--- config.mk ---
export PLATFORM = sky130hd
export DESIGN_NAME = instr_fetch_flat
export DESIGN_NICKNAME = d
export VERILOG_FILES = /design/src/rtl/riscv_pkg.sv /design/src/rtl/instr_fetch_if.sv /design/src/rtl/instr_fetch_pc_next_sel.sv /design/src/rtl/instr_fetch.sv /design/src/flat_wrapper.sv
export SDC_FILE = /design/constraint.sdc
export NUM_CORES = 1
export LEC_CHECK = 0
export BUFFER_PORTS_ARGS = -buffer_cell sky130_fd_sc_hd__buf_2
export CORE_MARGIN = 5
export CORE_UTILIZATION = 42
export CTS_CLUSTER_DIAMETER = 60
export CTS_CLUSTER_SIZE = 8
export DETAILED_ROUTE_END_ITERATION = 7
export GPL_TIMING_DRIVEN = 0
export PLACE_DENSITY = 0.82
export SKIP_CTS_REPAIR_TIMING = 1
export SLEW_MARGIN = 20
export SYNTH_ARGS = -nofsm -noshare
export SYNTH_HDL_FRONTEND = slang
export SYNTH_SLANG_ARGS = --single-unit
--- constraint.sdc ---
create_clock -name clk -period 1.9 [get_ports clk]
set_input_delay 0 -clock clk [delete_from_list [all_inputs] [get_ports clk]]
set_output_delay 0 -clock clk [all_outputs]
set_load 0.1 [all_outputs]
--- src/rtl/riscv_pkg.sv ---
// Shared fetch-stage types and RV32I constants: fetch FSM states, major opcodes, NOP encoding.
package riscv_pkg;

    localparam int unsigned XLEN    = 32;
    localparam int unsigned OP_W    = 7;

    localparam logic [OP_W-1:0] OP_LOAD   = 7'b0000011;
    localparam logic [OP_W-1:0] OP_STORE  = 7'b0100011;
    localparam logic [OP_W-1:0] OP_RTYPE  = 7'b0110011;
    localparam logic [OP_W-1:0] OP_BRANCH = 7'b1100011;

    // addi x0, x0, 0
    localparam logic [XLEN-1:0] NOP_INSTR = 32'h0000_0013;

    typedef enum logic [1:0] {
        IDLE = 2'd0,
        REQ  = 2'd1,
        WAIT = 2'd2,
        HOLD = 2'd3
    } fetch_state_t;

endpackage

--- src/rtl/instr_fetch_if.sv ---
// Instruction-memory request/response bus between the fetch stage (master) and imem (slave).
interface instr_fetch_if;
    import riscv_pkg::*;

    logic            imem_req_valid;
    logic            imem_req_ready;
    logic [XLEN-1:0] imem_addr;
    logic            imem_rsp_valid;
    logic [XLEN-1:0] imem_rdata;

    modport master (
        output imem_req_valid,
        output imem_addr,
        input  imem_req_ready,
        input  imem_rsp_valid,
        input  imem_rdata
    );

    modport slave (
        input  imem_req_valid,
        input  imem_addr,
        output imem_req_ready,
        output imem_rsp_valid,
        output imem_rdata
    );

endinterface

--- src/rtl/instr_fetch_pc_next_sel.sv ---
// Next-PC mux: sequential pc+4 (wrapping modulo 2^32) or the taken-branch target.
module pc_next_sel
    import riscv_pkg::*;
(
    input  logic [XLEN-1:0] pc,
    input  logic            branch_taken,
    input  logic [XLEN-1:0] branch_target,
    output logic [XLEN-1:0] next_pc,
    output logic [XLEN-1:0] pc_plus4
);

    always_comb begin
        pc_plus4 = pc + XLEN'(4);
        next_pc  = branch_taken ? branch_target : pc_plus4;
    end

endmodule

--- src/rtl/instr_fetch.sv ---
// Single-outstanding instruction fetch stage: IDLE -> REQ -> WAIT -> HOLD, one word held for decode.
// Optional FETCH_MISALIGN_CHECK_EN adds a sticky misalign flag that blocks misaligned taken branches.
module instr_fetch
    import riscv_pkg::*;
#(
    parameter logic [31:0] RESET_PC = 32'h0000_0000
)(
    input  logic             clk,
    input  logic             rst_n,
    instr_fetch_if.master    imem,
    output logic             instr_valid,
    output logic [XLEN-1:0]  instr,
    output logic [OP_W-1:0]  op,
    output logic [XLEN-1:0]  pc,
    output logic [XLEN-1:0]  pc_plus4,
    input  logic             advance,
    input  logic             branch_taken,
    input  logic [XLEN-1:0]  branch_target
`ifdef FETCH_MISALIGN_CHECK_EN
    ,
    output logic             misalign
`endif
);

    fetch_state_t    state;
    fetch_state_t    state_nxt;
    logic [XLEN-1:0] next_pc;
    logic            bad_target;
    logic            pc_load;
    logic            rsp_take;

    pc_next_sel u_pc_next_sel (
        .pc            (pc),
        .branch_taken  (branch_taken),
        .branch_target (branch_target),
        .next_pc       (next_pc),
        .pc_plus4      (pc_plus4)
    );

`ifdef FETCH_MISALIGN_CHECK_EN
    assign bad_target = branch_taken & (branch_target[1:0] != 2'b00);
`else
    assign bad_target = 1'b0;
`endif

    // Retire/redirect happens only from HOLD; a misaligned target keeps the word held.
    assign pc_load  = (state == HOLD) & advance & ~bad_target;
    assign rsp_take = (state == WAIT) & imem.imem_rsp_valid;

    // State register
    always_ff @(posedge clk or negedge rst_n) begin
        if (!rst_n) begin
            state <= IDLE;
        end else begin
            state <= state_nxt;
        end
    end

    // Next-state logic
    always_comb begin
        state_nxt = state;
        case (state)
            IDLE: state_nxt = REQ;
            REQ:  if (imem.imem_req_ready) state_nxt = WAIT;
            WAIT: if (imem.imem_rsp_valid) state_nxt = HOLD;
            HOLD: if (pc_load)             state_nxt = REQ;
            default: state_nxt = IDLE;
        endcase
    end

    // Moore outputs decoded from the state register
    always_comb begin
        imem.imem_req_valid = 1'b0;
        instr_valid         = 1'b0;
        case (state)
            REQ:     imem.imem_req_valid = 1'b1;
            HOLD:    instr_valid         = 1'b1;
            default: ;
        endcase
    end

    // PC and instruction holding registers
    always_ff @(posedge clk or negedge rst_n) begin
        if (!rst_n) begin
            pc    <= RESET_PC;
            instr <= NOP_INSTR;
        end else begin
            if (pc_load) begin
                pc <= next_pc;
            end
            if (rsp_take) begin
                instr <= imem.imem_rdata;
            end
        end
    end

`ifdef FETCH_MISALIGN_CHECK_EN
    // Sticky until reset
    always_ff @(posedge clk or negedge rst_n) begin
        if (!rst_n) begin
            misalign <= 1'b0;
        end else if ((state == HOLD) && advance && bad_target) begin
            misalign <= 1'b1;
        end
    end
`endif

    assign imem.imem_addr = pc;
    assign op             = instr[OP_W-1:0];

endmodule

--- src/flat_wrapper.sv ---
// flat-port wrapper written by rule: the top's interface ports become plain ports
module instr_fetch_flat import riscv_pkg::*;
#(
    parameter logic [31:0] RESET_PC = 32'h0000_0000
)
  (clk, rst_n, instr_valid, instr, op, pc, pc_plus4, advance, branch_taken, branch_target, imem_imem_req_valid, imem_imem_addr, imem_imem_req_ready, imem_imem_rsp_valid, imem_imem_rdata);
  instr_fetch_if imem_i ();
  input  logic clk;
  input  logic rst_n;
  output logic instr_valid;
  output logic [XLEN-1:0] instr;
  output logic [OP_W-1:0] op;
  output logic [XLEN-1:0] pc;
  output logic [XLEN-1:0] pc_plus4;
  input  logic advance;
  input  logic branch_taken;
  input  logic [XLEN-1:0] branch_target;
  output wire logic [$bits(imem_i.imem_req_valid)-1:0] imem_imem_req_valid;
  output wire logic [$bits(imem_i.imem_addr)-1:0] imem_imem_addr;
  input wire logic [$bits(imem_i.imem_req_ready)-1:0] imem_imem_req_ready;
  input wire logic [$bits(imem_i.imem_rsp_valid)-1:0] imem_imem_rsp_valid;
  input wire logic [$bits(imem_i.imem_rdata)-1:0] imem_imem_rdata;
  assign imem_imem_req_valid = imem_i.imem_req_valid;
  assign imem_imem_addr = imem_i.imem_addr;
  assign imem_i.imem_req_ready = imem_imem_req_ready;
  assign imem_i.imem_rsp_valid = imem_imem_rsp_valid;
  assign imem_i.imem_rdata = imem_imem_rdata;
  instr_fetch #(.RESET_PC(RESET_PC)) u_core (.clk(clk), .rst_n(rst_n), .imem(imem_i), .instr_valid(instr_valid), .instr(instr), .op(op), .pc(pc), .pc_plus4(pc_plus4), .advance(advance), .branch_taken(branch_taken), .branch_target(branch_target));
endmodule
==> flow_results.org <==
** Logic synthesis
- Mux share of post-synthesis cell area :: 0.102
- Post-Syn Nets :: 508
- Share of the yosys chip area belonging to registers :: 0.398
- Of the total synthesized cell area, the portion taken by full adders, half adders and majority gates is 0.0120.
- Of the total synthesized cell area, the portion taken by XOR and XNOR cells is 0.0568.
- Synthesis Warnings :: 0
- The mapped netlist covers 4160 sq um.
- The synthesized design contains 66 register bits.
- By area, the combinational part of the netlist is dominated by simple AND/OR/NAND/NOR gates.
- The number of different library cells used by synthesis comes to 55.
- Async SR Flop Fraction :: 1.00
- In the synthesized netlist the dominant register cell turns out to be dfrtp_1.
- Cells after Synth :: 434
- The area fraction in compound gates after synthesis was 0.130.
- EDFF count, synth :: 0
- Averaged over all synthesized cells, the footprint is 9.59 sq um.
- Synth Area in Simple Gates :: 0.179

** Detailed routing
- Vias post-DR :: 5,112
- Dividing the detail-routed wire length by the instance count gives 21.7 um.
- DRC errors left :: 0
- Number of DRC violations after detailed-routing iteration 0 :: 452
- Average vias per placed instance :: 5.72
- Antenna viol nets, final :: 0
- First-pass DRT Iterations :: 6
- Wire length after detailed routing :: 19.4 mm

** Floorplan
- Area of the placeable core :: 9730 sq um
- Die height :: 110 um
- Die span in x :: 110 um
- During I/O placement, the number of pins put on the boundary was 207.
- The die covers 12,000 sq um.
- In this run the core area contains 36 standard-cell rows.
- For this configuration, the core starts out at a cell density of 0.428.

** Global routing
- For this run, the total global-route usage over all layers was measured as 0.244.
- Sum of overflow across all layers after global routing :: 0
- The first global-routing pass estimated 22.6 mm of wire.
- The initial antenna violation count was 1.
- Maximum number of pins on one net before global-route repair :: 36
- The number of global-route vias before repair was 4,483.

** Place
- After detailed placement, the design holds a cell count of 774.
- Final HPWL DP :: 11.1 mm
- Setup WS pre-CTS :: -486 ps
- During placement, the flow inserted port buffers numbering 206.
- Routability congestion estimate :: 0.890

** Timing
- Post-route minimum period :: 2390 ps
- The worst pin sits at a relative slew slack of 0.516.
- For the final database, setup skew stands at 12.4 ps.
- Dividing the final minimum period by the clock period gives 1.26.
- The number of failing hold endpoints at the final stage came to 4.
- RSZ-0062 raised after global routing :: true
- Post-route worst setup slack :: -487 ps
- Final hold analysis gives a worst-case slack of -23.7 ps.
- Worst-Margin Slew :: 726 ps
- Setup violations remaining at the end of the flow were counted as 29.
- Peak Freq :: 419 MHz
- Slew Limit Fails :: 0

** Worst setup path
- Along the worst path, the maximum fanout reaches 8.
- Endpoint type of the worst setup path :: output pin
- Data arrival time of the worst path :: 2390 ps
- The setup path with the least slack is of type register to output pin.
- CP Data Required Time :: 1900 ps
- Setup slack on the worst reg-to-reg path comes out at -110 ps.
- Startpoint kind of the worst setup timing path :: register

** Cells and area
- Fraction of final layout cells with drive strength greater than 1 :: 0.628
- The number of antenna diodes in the final layout is 0.
- Area growth from synthesis to layout :: 89.1%
- Counting the fill cells in the layout gives 515.
- Nets :: 830
- Leaving out filler cells and counting taps, the final layout contains 894.

** Clocking
- After clock tree synthesis, the clock-pin slew on the worst setup and hold paths is 80 ps.
- The tree is rooted in a clkbuf_8.
- TritonCTS built the clock tree.
- Buffers inserted during clock tree synthesis total 9.
- Buffer depth of the longest clock path :: 2
- For the worst-skew pair, the clock arrives at the later sink with an insertion delay of 360 ps.
- The H-tree generated during clock tree synthesis spans 3 levels.
- Number of clock sinks seen by CTS :: 66

** Run status
- Result of the run :: complete, but fails checks
- The final reports fail on negative hold slack, negative setup slack.

** Run
- Max-cap violations in this run came to 0.

** Min path
- The min-delay analysis places its worst path in the category primary input to register.
==> cell families (layout without fill, tap and decap cells) <==
kind of cell               count (synthesis)  after routing
and+or+nand+nor                          127            128
xor gates and xnor gates                  27             27
muxes                                     38             38
AOI/OAI and AO/OA                         80             80
adders and majority gates                  4              4
buffers and inverters                     92            418
DFF                                       66             66
==> final timing paths <==
kind | startpoint | to | cells after the start
hold reg to reg | u_core.instr[17] | u_core.instr[17] | 1
min in group asynchronous | rst_n | u_core.imem.imem_addr[21] | 2
setup / recovery | u_core.imem.imem_addr[10] | pc_plus4[25] | 7
setup reg to reg | u_core.imem.imem_addr[3] | u_core.imem.imem_addr[13] | 7
hold / removal | branch_target[14] | u_core.imem.imem_addr[14] | 3
max in group asynchronous | rst_n | u_core.instr[4] | 3
==> worst max-delay path: stages (launching register included) <==
cell,delay (ps)
dfrtp_4,500
nand4_1,210
nor4_4,420
buf_6,230
buf_12,120
nand3_4,120
xnor2_4,220
buf_12,200
==> cells in the final DEF, fill, tap and decap left out, types with 8 or more instances in the layout <==
master | netlist | layout
nand4_1 | 14 | 14
nor3_1 | 12 | 8
nor2_1 | 14 | 9
nand2_1 | 19 | 14
o211ai_1 | 10 | 10
dfrtp_4 | 0 | 23
dfrtp_1 | 63 | 34
buf_4 | 41 | 95
buf_2 | 10 | 180
clkbuf_2 | 2 | 9
buf_12 | 0 | 29
xnor2_4 | 0 | 18
o21ai_0 | 15 | 12
clkbuf_8 | 0 | 11
inv_1 | 18 | 18
a21oi_1 | 21 | 21
and3_1 | 16 | 14
dlygate4sd3_1 | 0 | 46
clkbuf_1 | 16 | 12
buf_6 | 0 | 12
nand3_1 | 20 | 15
mux2_2 | 34 | 34
==> metrics by stage <==
| stage | setup TNS (ps) | instance area (sq um) | utilization | hold WS, ps |
|---|---|---|---|---|
| global route | -8420 | 7870 | 0.809 | 4.47 |
| floorplan | -7100 | 4980 | - | -296 |
| CTS | -17620 | 6370 | 0.655 | -410 |
| finish | -6590 | 7870 | 0.809 | -23.7 |
| detailed placement | -8160 | 6200 | 0.638 | -31.6 |
| global placement | -6870 | 6180 | 0.635 | 231 |
==> sequential cells by signal, indices dropped and copies added, names as in the netlist <==
register,cells
u_core.imem.imem_addr,32
u_core.instr,32
u_core.state,2
==> metal layers <==
layer | share of wire | track usage | up-vias
met2 | 0.50 | 0.410 | 441
met1 | 0.33 | 0.283 | 2406
met4 | 0.038 | 0.0971 | 2
met3 | 0.12 | 0.0881 | 89
li1 | - | - | 2174
met5 | 0.00036 | 0 | -
==> cell type report <==
cell class                 instances  area (sq um)  area share
tap                              133           166      0.0211
clock inverter                     4          20.0     0.00254
inverter                          18          67.6     0.00858
multi-input combinational        277          2820       0.358
buffer                            66           493      0.0626
sequential                        66          1750       0.222
clock buffer                      12           145      0.0184
timing repair buffer             318          2420       0.307
==> synthesized netlist by cell type, types with 12 or more instances <==
| master | number | area (sq um) |
|---|---|---|
| a21oi_1 | 21 | 105 |
| and3_1 | 16 | 100 |
| buf_4 | 41 | 308 |
| clkbuf_1 | 16 | 60.1 |
| dfrtp_1 | 63 | 1580 |
| inv_1 | 18 | 67.6 |
| mux2_2 | 34 | 383 |
| nand2_1 | 19 | 71.3 |
| nand3_1 | 20 | 100 |
| nand4_1 | 14 | 87.6 |
| nor2_1 | 14 | 52.6 |
| nor3_1 | 12 | 60.1 |
| o21ai_0 | 15 | 75.1 |
| xnor2_1 | 20 | 175 |
Power is not shown: default switching activity piles up to over one toggle a cycle in this logic, so the estimate is an artifact.
